**src/rtl/fetch_history_unit_pkg.sv**
```systemverilog
// fetch_history_unit_pkg
//   Constants shared by the fetch stage and the decode unit: PC width,
//   the bubble encoding, instruction field positions and the fetch mode enum.
package fetch_history_unit_pkg;

   localparam int          PC_W     = 16;
   localparam logic [15:0] NOP_WORD = 16'hC0F0;   // ALU class, op 4'b1111

   // instruction field positions
   localparam int CLS_HI = 15, CLS_LO = 14;
   localparam int F1_HI  = 13, F1_LO  = 11;
   localparam int F2_HI  = 10, F2_LO  = 8;
   localparam int OP_HI  = 7,  OP_LO  = 4;

   typedef enum logic [1:0] {
      MODE_ADVANCE  = 2'd0,
      MODE_HOLD     = 2'd1,
      MODE_REDIRECT = 2'd2
   } fetch_mode_e;

endpackage

```
**src/rtl/fetch_history_unit_if.sv**
```systemverilog
// fetch_history_unit_if
//   Bus between the fetch stage and its environment (ROM + decode).
//   master : fetch stage (drives IMEM_ADDR and the command/history outputs)
//   slave  : environment (drives STALL, PC_LOAD, BRANCH_TARGET, IMEM_DATA)
interface fetch_history_unit_if #(
   parameter int PC_W = fetch_history_unit_pkg::PC_W
);
   logic            STALL;
   logic            PC_LOAD;
   logic [PC_W-1:0] BRANCH_TARGET;
   logic [PC_W-1:0] IMEM_ADDR;
   logic [15:0]     IMEM_DATA;
   logic [15:0]     COMMAND;
   logic [15:0]     BeforeCOMMAND;
   logic [15:0]     TwoBeforeCOMMAND;
   logic [PC_W-1:0] PC_OUT;
   logic [15:0]     RETIRED;

   modport master (
      input  STALL, PC_LOAD, BRANCH_TARGET, IMEM_DATA,
      output IMEM_ADDR, COMMAND, BeforeCOMMAND, TwoBeforeCOMMAND, PC_OUT, RETIRED
   );

   modport slave (
      output STALL, PC_LOAD, BRANCH_TARGET, IMEM_DATA,
      input  IMEM_ADDR, COMMAND, BeforeCOMMAND, TwoBeforeCOMMAND, PC_OUT, RETIRED
   );
endinterface

```
**src/rtl/fetch_history_unit.sv**
```systemverilog
// fetch_history_unit
//   Instruction fetch stage feeding decode. Owns the PC, drives a ROM with
//   one-cycle read latency and presents COMMAND plus the two previously
//   issued words for forwarding. Handles stalls and taken-branch redirects.
// Ports:
//   clk  - rising-edge clock
//   rst  - synchronous active-high reset
//   bus  - fetch_history_unit_if.master (STALL, PC_LOAD, BRANCH_TARGET,
//          IMEM_ADDR, IMEM_DATA, COMMAND, BeforeCOMMAND, TwoBeforeCOMMAND,
//          PC_OUT, RETIRED)
module fetch_history_unit
   import fetch_history_unit_pkg::*;
#(
   parameter int          PC_W     = fetch_history_unit_pkg::PC_W,
   parameter logic [15:0] RESET_PC = 16'h0000,
   parameter logic [15:0] NOP_WORD = fetch_history_unit_pkg::NOP_WORD
) (
   input  logic                       clk,
   input  logic                       rst,
   fetch_history_unit_if.master       bus
);

   localparam logic [PC_W-1:0] RST_PC = PC_W'(RESET_PC);
   localparam logic [PC_W-1:0] ONE    = PC_W'(1);

   fetch_mode_e     mode;
   logic [PC_W-1:0] fpc_q, fpc_d, ipc_q, ipc_d, cpc_q, cpc_d;
   logic            ivalid_q, ivalid_d, cvalid_q, cvalid_d;
   logic [15:0]     cmd_q, cmd_d, b1_q, b1_d, b2_q, b2_d;
   logic [15:0]     ret_q, ret_d;
   logic [PC_W-1:0] imem_addr;

   always_comb begin
      mode = MODE_ADVANCE;
      if (bus.PC_LOAD)    mode = MODE_REDIRECT;
      else if (bus.STALL) mode = MODE_HOLD;
   end

   always_comb begin
      fpc_d    = fpc_q;
      ipc_d    = ipc_q;
      cpc_d    = cpc_q;
      ivalid_d = ivalid_q;
      cvalid_d = cvalid_q;
      cmd_d    = cmd_q;
      b1_d     = b1_q;
      b2_d     = b2_q;
      ret_d    = ret_q;
      imem_addr = fpc_q;
      case (mode)
         MODE_REDIRECT: begin
            // word in flight from the ROM belongs to the wrong path: drop it
            imem_addr = bus.BRANCH_TARGET;
            cmd_d     = NOP_WORD;
            cvalid_d  = 1'b0;
            cpc_d     = bus.BRANCH_TARGET;
            b1_d      = cmd_q;
            b2_d      = b1_q;
            ipc_d     = bus.BRANCH_TARGET;
            ivalid_d  = 1'b1;
            fpc_d     = bus.BRANCH_TARGET + ONE;
            ret_d     = ret_q + 16'(cvalid_q);
         end
         MODE_HOLD: begin
            // re-read ipc so IMEM_DATA is still the pending word next cycle;
            // downstream sees a bubble, so history records one
            imem_addr = ipc_q;
            b1_d      = NOP_WORD;
            b2_d      = b1_q;
         end
         default: begin
            imem_addr = fpc_q;
            cmd_d     = ivalid_q ? bus.IMEM_DATA : NOP_WORD;
            cvalid_d  = ivalid_q;
            cpc_d     = ipc_q;
            b1_d      = cmd_q;
            b2_d      = b1_q;
            ipc_d     = fpc_q;
            ivalid_d  = 1'b1;
            fpc_d     = fpc_q + ONE;
            ret_d     = ret_q + 16'(cvalid_q);
         end
      endcase
   end

   always_ff @(posedge clk) begin
      if (rst) begin
         fpc_q    <= RST_PC;
         ipc_q    <= RST_PC;
         cpc_q    <= RST_PC;
         ivalid_q <= 1'b0;
         cvalid_q <= 1'b0;
         cmd_q    <= NOP_WORD;
         b1_q     <= NOP_WORD;
         b2_q     <= NOP_WORD;
         ret_q    <= 16'd0;
      end else begin
         fpc_q    <= fpc_d;
         ipc_q    <= ipc_d;
         cpc_q    <= cpc_d;
         ivalid_q <= ivalid_d;
         cvalid_q <= cvalid_d;
         cmd_q    <= cmd_d;
         b1_q     <= b1_d;
         b2_q     <= b2_d;
         ret_q    <= ret_d;
      end
   end

   assign bus.IMEM_ADDR        = imem_addr;
   assign bus.COMMAND          = cmd_q;
   assign bus.BeforeCOMMAND    = b1_q;
   assign bus.TwoBeforeCOMMAND = b2_q;
   assign bus.PC_OUT           = cpc_q;
   assign bus.RETIRED          = ret_q;

endmodule

```
**src/flat_wrapper.sv**
```systemverilog
// flat-port wrapper written by rule: the top's interface ports become plain ports
module fetch_history_unit_flat import fetch_history_unit_pkg::*;
#(
   parameter int          PC_W     = fetch_history_unit_pkg::PC_W,
   parameter logic [15:0] RESET_PC = 16'h0000,
   parameter logic [15:0] NOP_WORD = fetch_history_unit_pkg::NOP_WORD
)
  (clk, rst, bus_STALL, bus_PC_LOAD, bus_BRANCH_TARGET, bus_IMEM_DATA, bus_IMEM_ADDR, bus_COMMAND, bus_BeforeCOMMAND, bus_TwoBeforeCOMMAND, bus_PC_OUT, bus_RETIRED);
  fetch_history_unit_if #(.PC_W(PC_W)) bus_i ();
  input  logic clk;
  input  logic rst;
  input wire logic [$bits(bus_i.STALL)-1:0] bus_STALL;
  input wire logic [$bits(bus_i.PC_LOAD)-1:0] bus_PC_LOAD;
  input wire logic [$bits(bus_i.BRANCH_TARGET)-1:0] bus_BRANCH_TARGET;
  input wire logic [$bits(bus_i.IMEM_DATA)-1:0] bus_IMEM_DATA;
  output wire logic [$bits(bus_i.IMEM_ADDR)-1:0] bus_IMEM_ADDR;
  output wire logic [$bits(bus_i.COMMAND)-1:0] bus_COMMAND;
  output wire logic [$bits(bus_i.BeforeCOMMAND)-1:0] bus_BeforeCOMMAND;
  output wire logic [$bits(bus_i.TwoBeforeCOMMAND)-1:0] bus_TwoBeforeCOMMAND;
  output wire logic [$bits(bus_i.PC_OUT)-1:0] bus_PC_OUT;
  output wire logic [$bits(bus_i.RETIRED)-1:0] bus_RETIRED;
  assign bus_i.STALL = bus_STALL;
  assign bus_i.PC_LOAD = bus_PC_LOAD;
  assign bus_i.BRANCH_TARGET = bus_BRANCH_TARGET;
  assign bus_i.IMEM_DATA = bus_IMEM_DATA;
  assign bus_IMEM_ADDR = bus_i.IMEM_ADDR;
  assign bus_COMMAND = bus_i.COMMAND;
  assign bus_BeforeCOMMAND = bus_i.BeforeCOMMAND;
  assign bus_TwoBeforeCOMMAND = bus_i.TwoBeforeCOMMAND;
  assign bus_PC_OUT = bus_i.PC_OUT;
  assign bus_RETIRED = bus_i.RETIRED;
  fetch_history_unit #(.PC_W(PC_W), .RESET_PC(RESET_PC), .NOP_WORD(NOP_WORD)) u_core (.clk(clk), .rst(rst), .bus(bus_i));
endmodule
```
**config.mk**
```make
export PLATFORM = sky130hd
export DESIGN_NAME = fetch_history_unit_flat
export DESIGN_NICKNAME = d
export VERILOG_FILES = /design/src/rtl/fetch_history_unit_pkg.sv /design/src/rtl/fetch_history_unit_if.sv /design/src/rtl/fetch_history_unit.sv /design/src/flat_wrapper.sv
export SDC_FILE = /design/constraint.sdc
export NUM_CORES = 1
export LEC_CHECK = 0
export CORE_UTILIZATION = 35
export CTS_CLUSTER_DIAMETER = 30
export DETAILED_ROUTE_END_ITERATION = 10
export DONT_BUFFER_PORTS = 1
export PLACE_DENSITY_LB_ADDON = 0.2
export SETUP_SLACK_MARGIN = 0.05
export SYNTH_ARGS = -nofsm -noshare
export SYNTH_HDL_FRONTEND = slang
export SYNTH_SLANG_ARGS = --single-unit
```
**constraint.sdc**
```tcl
create_clock -name clk -period 3 [get_ports clk]
set_input_delay 0.3 -clock clk [delete_from_list [all_inputs] [get_ports clk]]
set_output_delay 0.3 -clock clk [all_outputs]
set_load 0.005 [all_outputs]
```
---- Word level (Yosys, flattened, before mapping) ----
Cells that the tools add are included.
word-level totals
  register bits after elaboration ......... 114
  bits in latches ......................... 0
  bits in writable memories ............... 0
  ROM bits ................................ 0
  input bits .............................. 36
  output and inout bits ................... 96
  logic and storage cells ................. 23
  memories ................................ 0
cells by class
  add/sub/neg operators ................... 3
  multiply operators ...................... 0
  div/mod/pow operators ................... 0
  order comparisons ....................... 0
  equal/unequal tests ..................... 2
  shifts and indexed selects .............. 0
  multiplexer cells ....................... 8
  bitwise logic cells ..................... 0
  reduce and logical (&&, ||, !) cells .... 1
operators with widths
  kind                                                  count
  case mux 16 bit (2 select lines)                      4
  adder 16 x 1 -> 16 bit (second input constant)        2
  adder 16 x 1 -> 16 bit                                1
  two-way mux 16 bit                                    1
  equality test 2 x 1 -> 1 bit (second input constant)  1
  equality test 2 bit (second input constant)           1
  two-way mux 2 bit                                     1
  case mux 1 bit (2 select lines)                       1
  OR reduction 2 bit                                    1
  two-way mux 1 bit                                     1

---- Longest topological paths before layout ----
  depth in word-level cells ............... 4
  depth in mapped cells ................... 12
  mapped depth without buffers ............ 7

---- Worst setup path before layout ----
Ideal clock, no wire load.
  kind .................................... in2reg
  from .................................... in bus_PC_LOAD
  to ...................................... reg u_core.fpc_q[10]
  library setup time ...................... 112 ps
  data arrival time ....................... 2634 ps
  data required time ...................... 2888 ps
  path slack .............................. 254 ps
  stages on the path ...................... 12
  buffers on the path ..................... 5
  path through ............................ buf_6 > buf_8 > buf_4 > buf_2 > buf_1 > mux2_1 > ha_1 > inv_1 > a21oi_4 > nand4_1 > mux2_1 > a2111oi_1
between the ends
  longest elaborated chain between the ends .. 3
  elaborated cells between the ends (all ways) .. 4
  classes of those cells .................. eq/ne: 2; mux: 2
RTL lines
  item                                                                 line                      text
  start, declared                                                      flat_wrapper.sv:13        input wire logic [$bits(bus_i.PC_LOAD)-1:0] bus_PC_LOAD;
  two-way mux 2 bit (*)                                                fetch_history_unit.sv:35  if (bus.PC_LOAD) mode = MODE_REDIRECT;
  equality test 2 x 1 -> 1 bit or equality test 2 bit (tied branches)  fetch_history_unit.sv:50  case (mode)
  case mux 16 bit (2 select lines)                                     fetch_history_unit.sv:50
  end signal, assigned                                                 fetch_history_unit.sv:98  fpc_q <= fpc_d;
  end, declared                                                        fetch_history_unit.sv:27  logic [PC_W-1:0] fpc_q, fpc_d, ipc_q, ipc_d, cpc_q, cpc_d;
Every way passes the cells marked *; elsewhere a longest branch is shown, timed or not.
A chain may end at the register's enable or synchronous reset.

---- Worst setup path in the final report ----
  from .................................... reg u_core.fpc_q[0]
  to ...................................... reg u_core.fpc_q[10]
between the ends
  longest elaborated chain between the ends .. 2
RTL lines
  item                              line                      text
  adder 16 x 1 -> 16 bit            fetch_history_unit.sv:80  fpc_d = fpc_q + ONE;
  case mux 16 bit (2 select lines)  fetch_history_unit.sv:50
Every way passes these cells.

==> results.json <==
{
  "status": "completed",
  "cts-htree-levels": 4,
  "cp_data_required_time_ns": 3.30,
  "ys.flop_type": "dfxtp_1",
  "synth.distinct_cells": 54,
  "reg2reg_slack_ns": 0.96,
  "cts_resized": 0,
  "grt_pass1_wl_um": 19400,
  "critical_path_class": "reg2reg",
  "path_clk_slew_ns": 0.06,
  "path_buf_inv": 1,
  "power_leakage_nw": 2.027,
  "final_cell_area_mm2": 0.005683,
  "end_kind": "register",
  "rr_worst_depth": 7,
  "dp_cells": 690,
  "ir_drop_mv": 0.3794,
  "drt_iter0_markers": 130,
  "comb_power_share_pct": 5.8,
  "multi_input_area_mm2": 0.002477,
  "path_delay_family": "compound AO/OA/AOI/OAI gates",
  "wirelength_um": 12060,
  "slew_headroom_pct": 51.64,
  "via_per_inst": 5.342,
  "holdPathEnd": "u_core.bus.COMMAND[4]",
  "min_path_type": "in2reg",
  "ant_nets": 0,
  "syn_nets": 585,
  "skew_ns": 0.006070,
  "hold_buffers": 3,
  "setup-tns-final_ns": 0,
  "synth_enable_flop_cells": 0,
  "finalSetupViolCount": 0,
  "synth_seq_cells": 114,
  "seq_power_share_pct": 41.7,
  "place_ws_ns": 0.9586,
  "nFillCells": 1348,
  "critical_path.slowest_cell": "dfxtp_1",
  "yosysSeqAreaShare_pct": 46.03,
  "synth_cells": 546,
  "grt_pass1_vias": 3766,
  "worstMarginPinSlew_ns": 0.7254,
  "crit_fanout": 9,
  "r2r_start": "u_core.fpc_q[0]",
  "critPathLaunchType": "register",
  "ios": 132,
  "cpPeakStageDelay_ns": 0.38,
  "cts-buffers-inserted": 17,
  "routedWlPerCell_um": 16.60,
  "stdcell_count": 726,
  "crit_arrival_ns": 2.34,
  "die_y_um": 121.0,
  "finalWorstSetupSlack_ns": 0.9591,
  "overflow": 0,
  "fin_crit_ns": 2.041,
  "max_freq_mhz": 490.0,
  "vias": 3878,
  "antenna_cells": 0,
  "grt_antenna_before_repair": 0,
  "gp_congestion": 0.7416,
  "hp-start": "bus_IMEM_DATA[4]",
  "p_clk_share_pct": 52.5,
  "clk_latency_ns": 0.41,
  "regArea_mm2": 0.002282,
  "hpwlAfterDp_um": 7608,
  "p_int_w": 0.002978,
  "dieWidth_um": 121.0,
  "syn_area_mm2": 0.004959,
  "cts_tree": "yes",
  "core_mm2": 0.01383,
  "grt_usage_pct": 17.39,
  "rows": 43,
  "start_util_pct": 35.86,
  "r2r_end": "u_core.fpc_q[10]",
  "postCtsSetupRepairBufs": 0,
  "placed_area_mm2": 0.005030,
  "clk_root_buffer_cell": "clkbuf_16",
  "finalCritPeriodShare_pct": 68.03,
  "yosys_warnings": 0,
  "drc": 0,
  "io_buffers": 0,
  "net-switching-power_w": 0.0008967,
  "synthArstFlopShare_pct": 0,
  "finalHoldViolCount": 0,
  "switching_share_pct": 23.14,
  "rsz0062_at_grt": "no",
  "clkSinkCount": 114,
  "clockBufferDepth": 2,
  "grt_max_degree": 99,
  "drive_above_1_share_pct": 9.341,
  "cellPowerDensity_mw_per_mm2": 681.8,
  "die-area_mm2": 0.01465,
  "drv_slew": 0,
  "cpMostUsedCell": "mux2_1",
  "worst_hold_path.num_cells": 2,
  "crit_chain": "mux2_1, ha_1, inv_1, a21oi_4, nand4_1, mux2_1, a2111oi_1",
  "firstDrtPassIters": 7,
  "nets": 572,
  "synth_area_per_cell_um2": 9.082,
  "cap_violations": 0,
  "area_delta_synth_final_pct": 14.61
}
[kinds of logic (layout without fill, tap and decap cells)]
group                      count (synthesis)  after routing  share of synthesized area (%)
muxes                                      9              9                          1.893
buffers and inverters                     46             46                          4.012
xor gates and xnor gates                  26             26                          4.592
AOI/OAI and AO/OA                         97             97                          14.23
DFF                                      114            114                          46.03
and+or+nand+nor                          251            251                          28.49
adders and majority gates                  3              3                         0.7571
[power by group through the flow]
stage / clock network (W) / logic [W] / registers, W
4_1_cts: 0.00208 / 0.000228 / 0.00162
5_1_grt: 0.00215 / 0.000256 / 0.00162
6_report: 0.00203 / 0.000226 / 0.00162
3_5_place_dp: 0 / 0.000200 / 0.00165
2_1_floorplan: 0 / 0.000215 / 0.00164
3_3_place_gp: 0 / 0.000197 / 0.00165
[cell usage after synthesis, types with 7 or more instances]
| library cell | instances | area [µm²] |
|---|---|---|
| nor2_1 | 52 | 195.2 |
| or3_1 | 11 | 68.82 |
| nand3_1 | 11 | 55.05 |
| xor2_1 | 16 | 140.1 |
| or2_2 | 7 | 43.79 |
| o22ai_1 | 8 | 50.05 |
| nand4_1 | 13 | 81.33 |
| inv_1 | 7 | 26.28 |
| nand2b_1 | 8 | 50.05 |
| a22oi_1 | 10 | 75.07 |
| nor3_1 | 39 | 195.2 |
| a211oi_1 | 40 | 300.3 |
| nand2_1 | 18 | 67.56 |
| dfxtp_1 | 114 | 2282 |
| nor2b_1 | 40 | 250.2 |
| xnor2_1 | 10 | 87.58 |
| and2_1 | 29 | 181.4 |
| clkbuf_1 | 29 | 108.9 |
| a21oi_1 | 14 | 70.07 |
[layer usage]
layer / GRT usage (%) / up-vias / wire (µm)
li1: - / 1910 / -
met1: 20.97 / 1835 / 5506
met2: 26.50 / 111 / 5438
met3: 7.143 / 22 / 842
met4: 8.719 / 0 / 267
met5: 0 / - / 0
[layout make-up]
class	instances	area share, %
clock buffers	20	7.684
clock inverters	12	2.796
inverters	8	0.5284
multi-input cells	386	43.59
flip-flops and latches	114	40.16
well taps	180	3.963
repair buffers	6	1.277
[through the flow]
step	hold WS [ns]	utilization, %	power, W
3_5_place_dp	0.3791	36.38	0.001848
2_1_floorplan	0.4281	-	0.001850
5_1_grt	0.01522	41.10	0.004026
3_3_place_gp	0.3800	36.38	0.001843
4_1_cts	0.0006033	41.03	0.003923
6_report	0.02101	41.10	0.003875
[state kept, by name, summed over array words and instances, names as in the netlist]
register and cells:
u_core.bus.TwoBeforeCOMMAND 16, u_core.fpc_q 16, u_core.bus.COMMAND 16, u_core.bus.RETIRED 16, u_core.cvalid_q 1, u_core.ipc_q 16, u_core.bus.BeforeCOMMAND 16, u_core.bus.PC_OUT 16
u_core.ivalid_q 1
[worst max-delay path by stage]
| stage | startpoint | endpoint | cells after the start |
|---|---|---|---|
| after detailed placement | u_core.fpc_q[0] | u_core.fpc_q[10] | 7 |
| final | u_core.fpc_q[0] | u_core.fpc_q[10] | 7 |
| after floorplan | bus_PC_LOAD | u_core.fpc_q[10] | 12 |
| after CTS | u_core.fpc_q[1] | u_core.fpc_q[10] | 7 |
| after global placement | bus_PC_LOAD | u_core.fpc_q[10] | 7 |
| after global routing | u_core.fpc_q[0] | u_core.fpc_q[10] | 7 |
[placed cells by master (no fill, tap or decap), drive strengths merged, types with 2 or more instances in the layout]
master and instances:
or3 11, a31oi 3, nand2 18, a21o 2, mux2i 6, clkbuf 20, mux2 3, buf 3
dlygate4sd3 3, o22ai 8, dfxtp 114, nor3 39, nor3b 6, nand4b 3, inv 9, ha 3
nor2b 40, and3 2, a22oi 13, clkinvlp 5, nor2 52, nand2b 8, a211oi 41, bufinv 3
or2 7, o21ai 7, nand3 13, a21oi 15, xor2 16, xnor2 10, and2 29, o211ai 2
clkinv 3, nand4 14, nand3b 6
No activity file was read; power rests on OpenSTA's default activity.
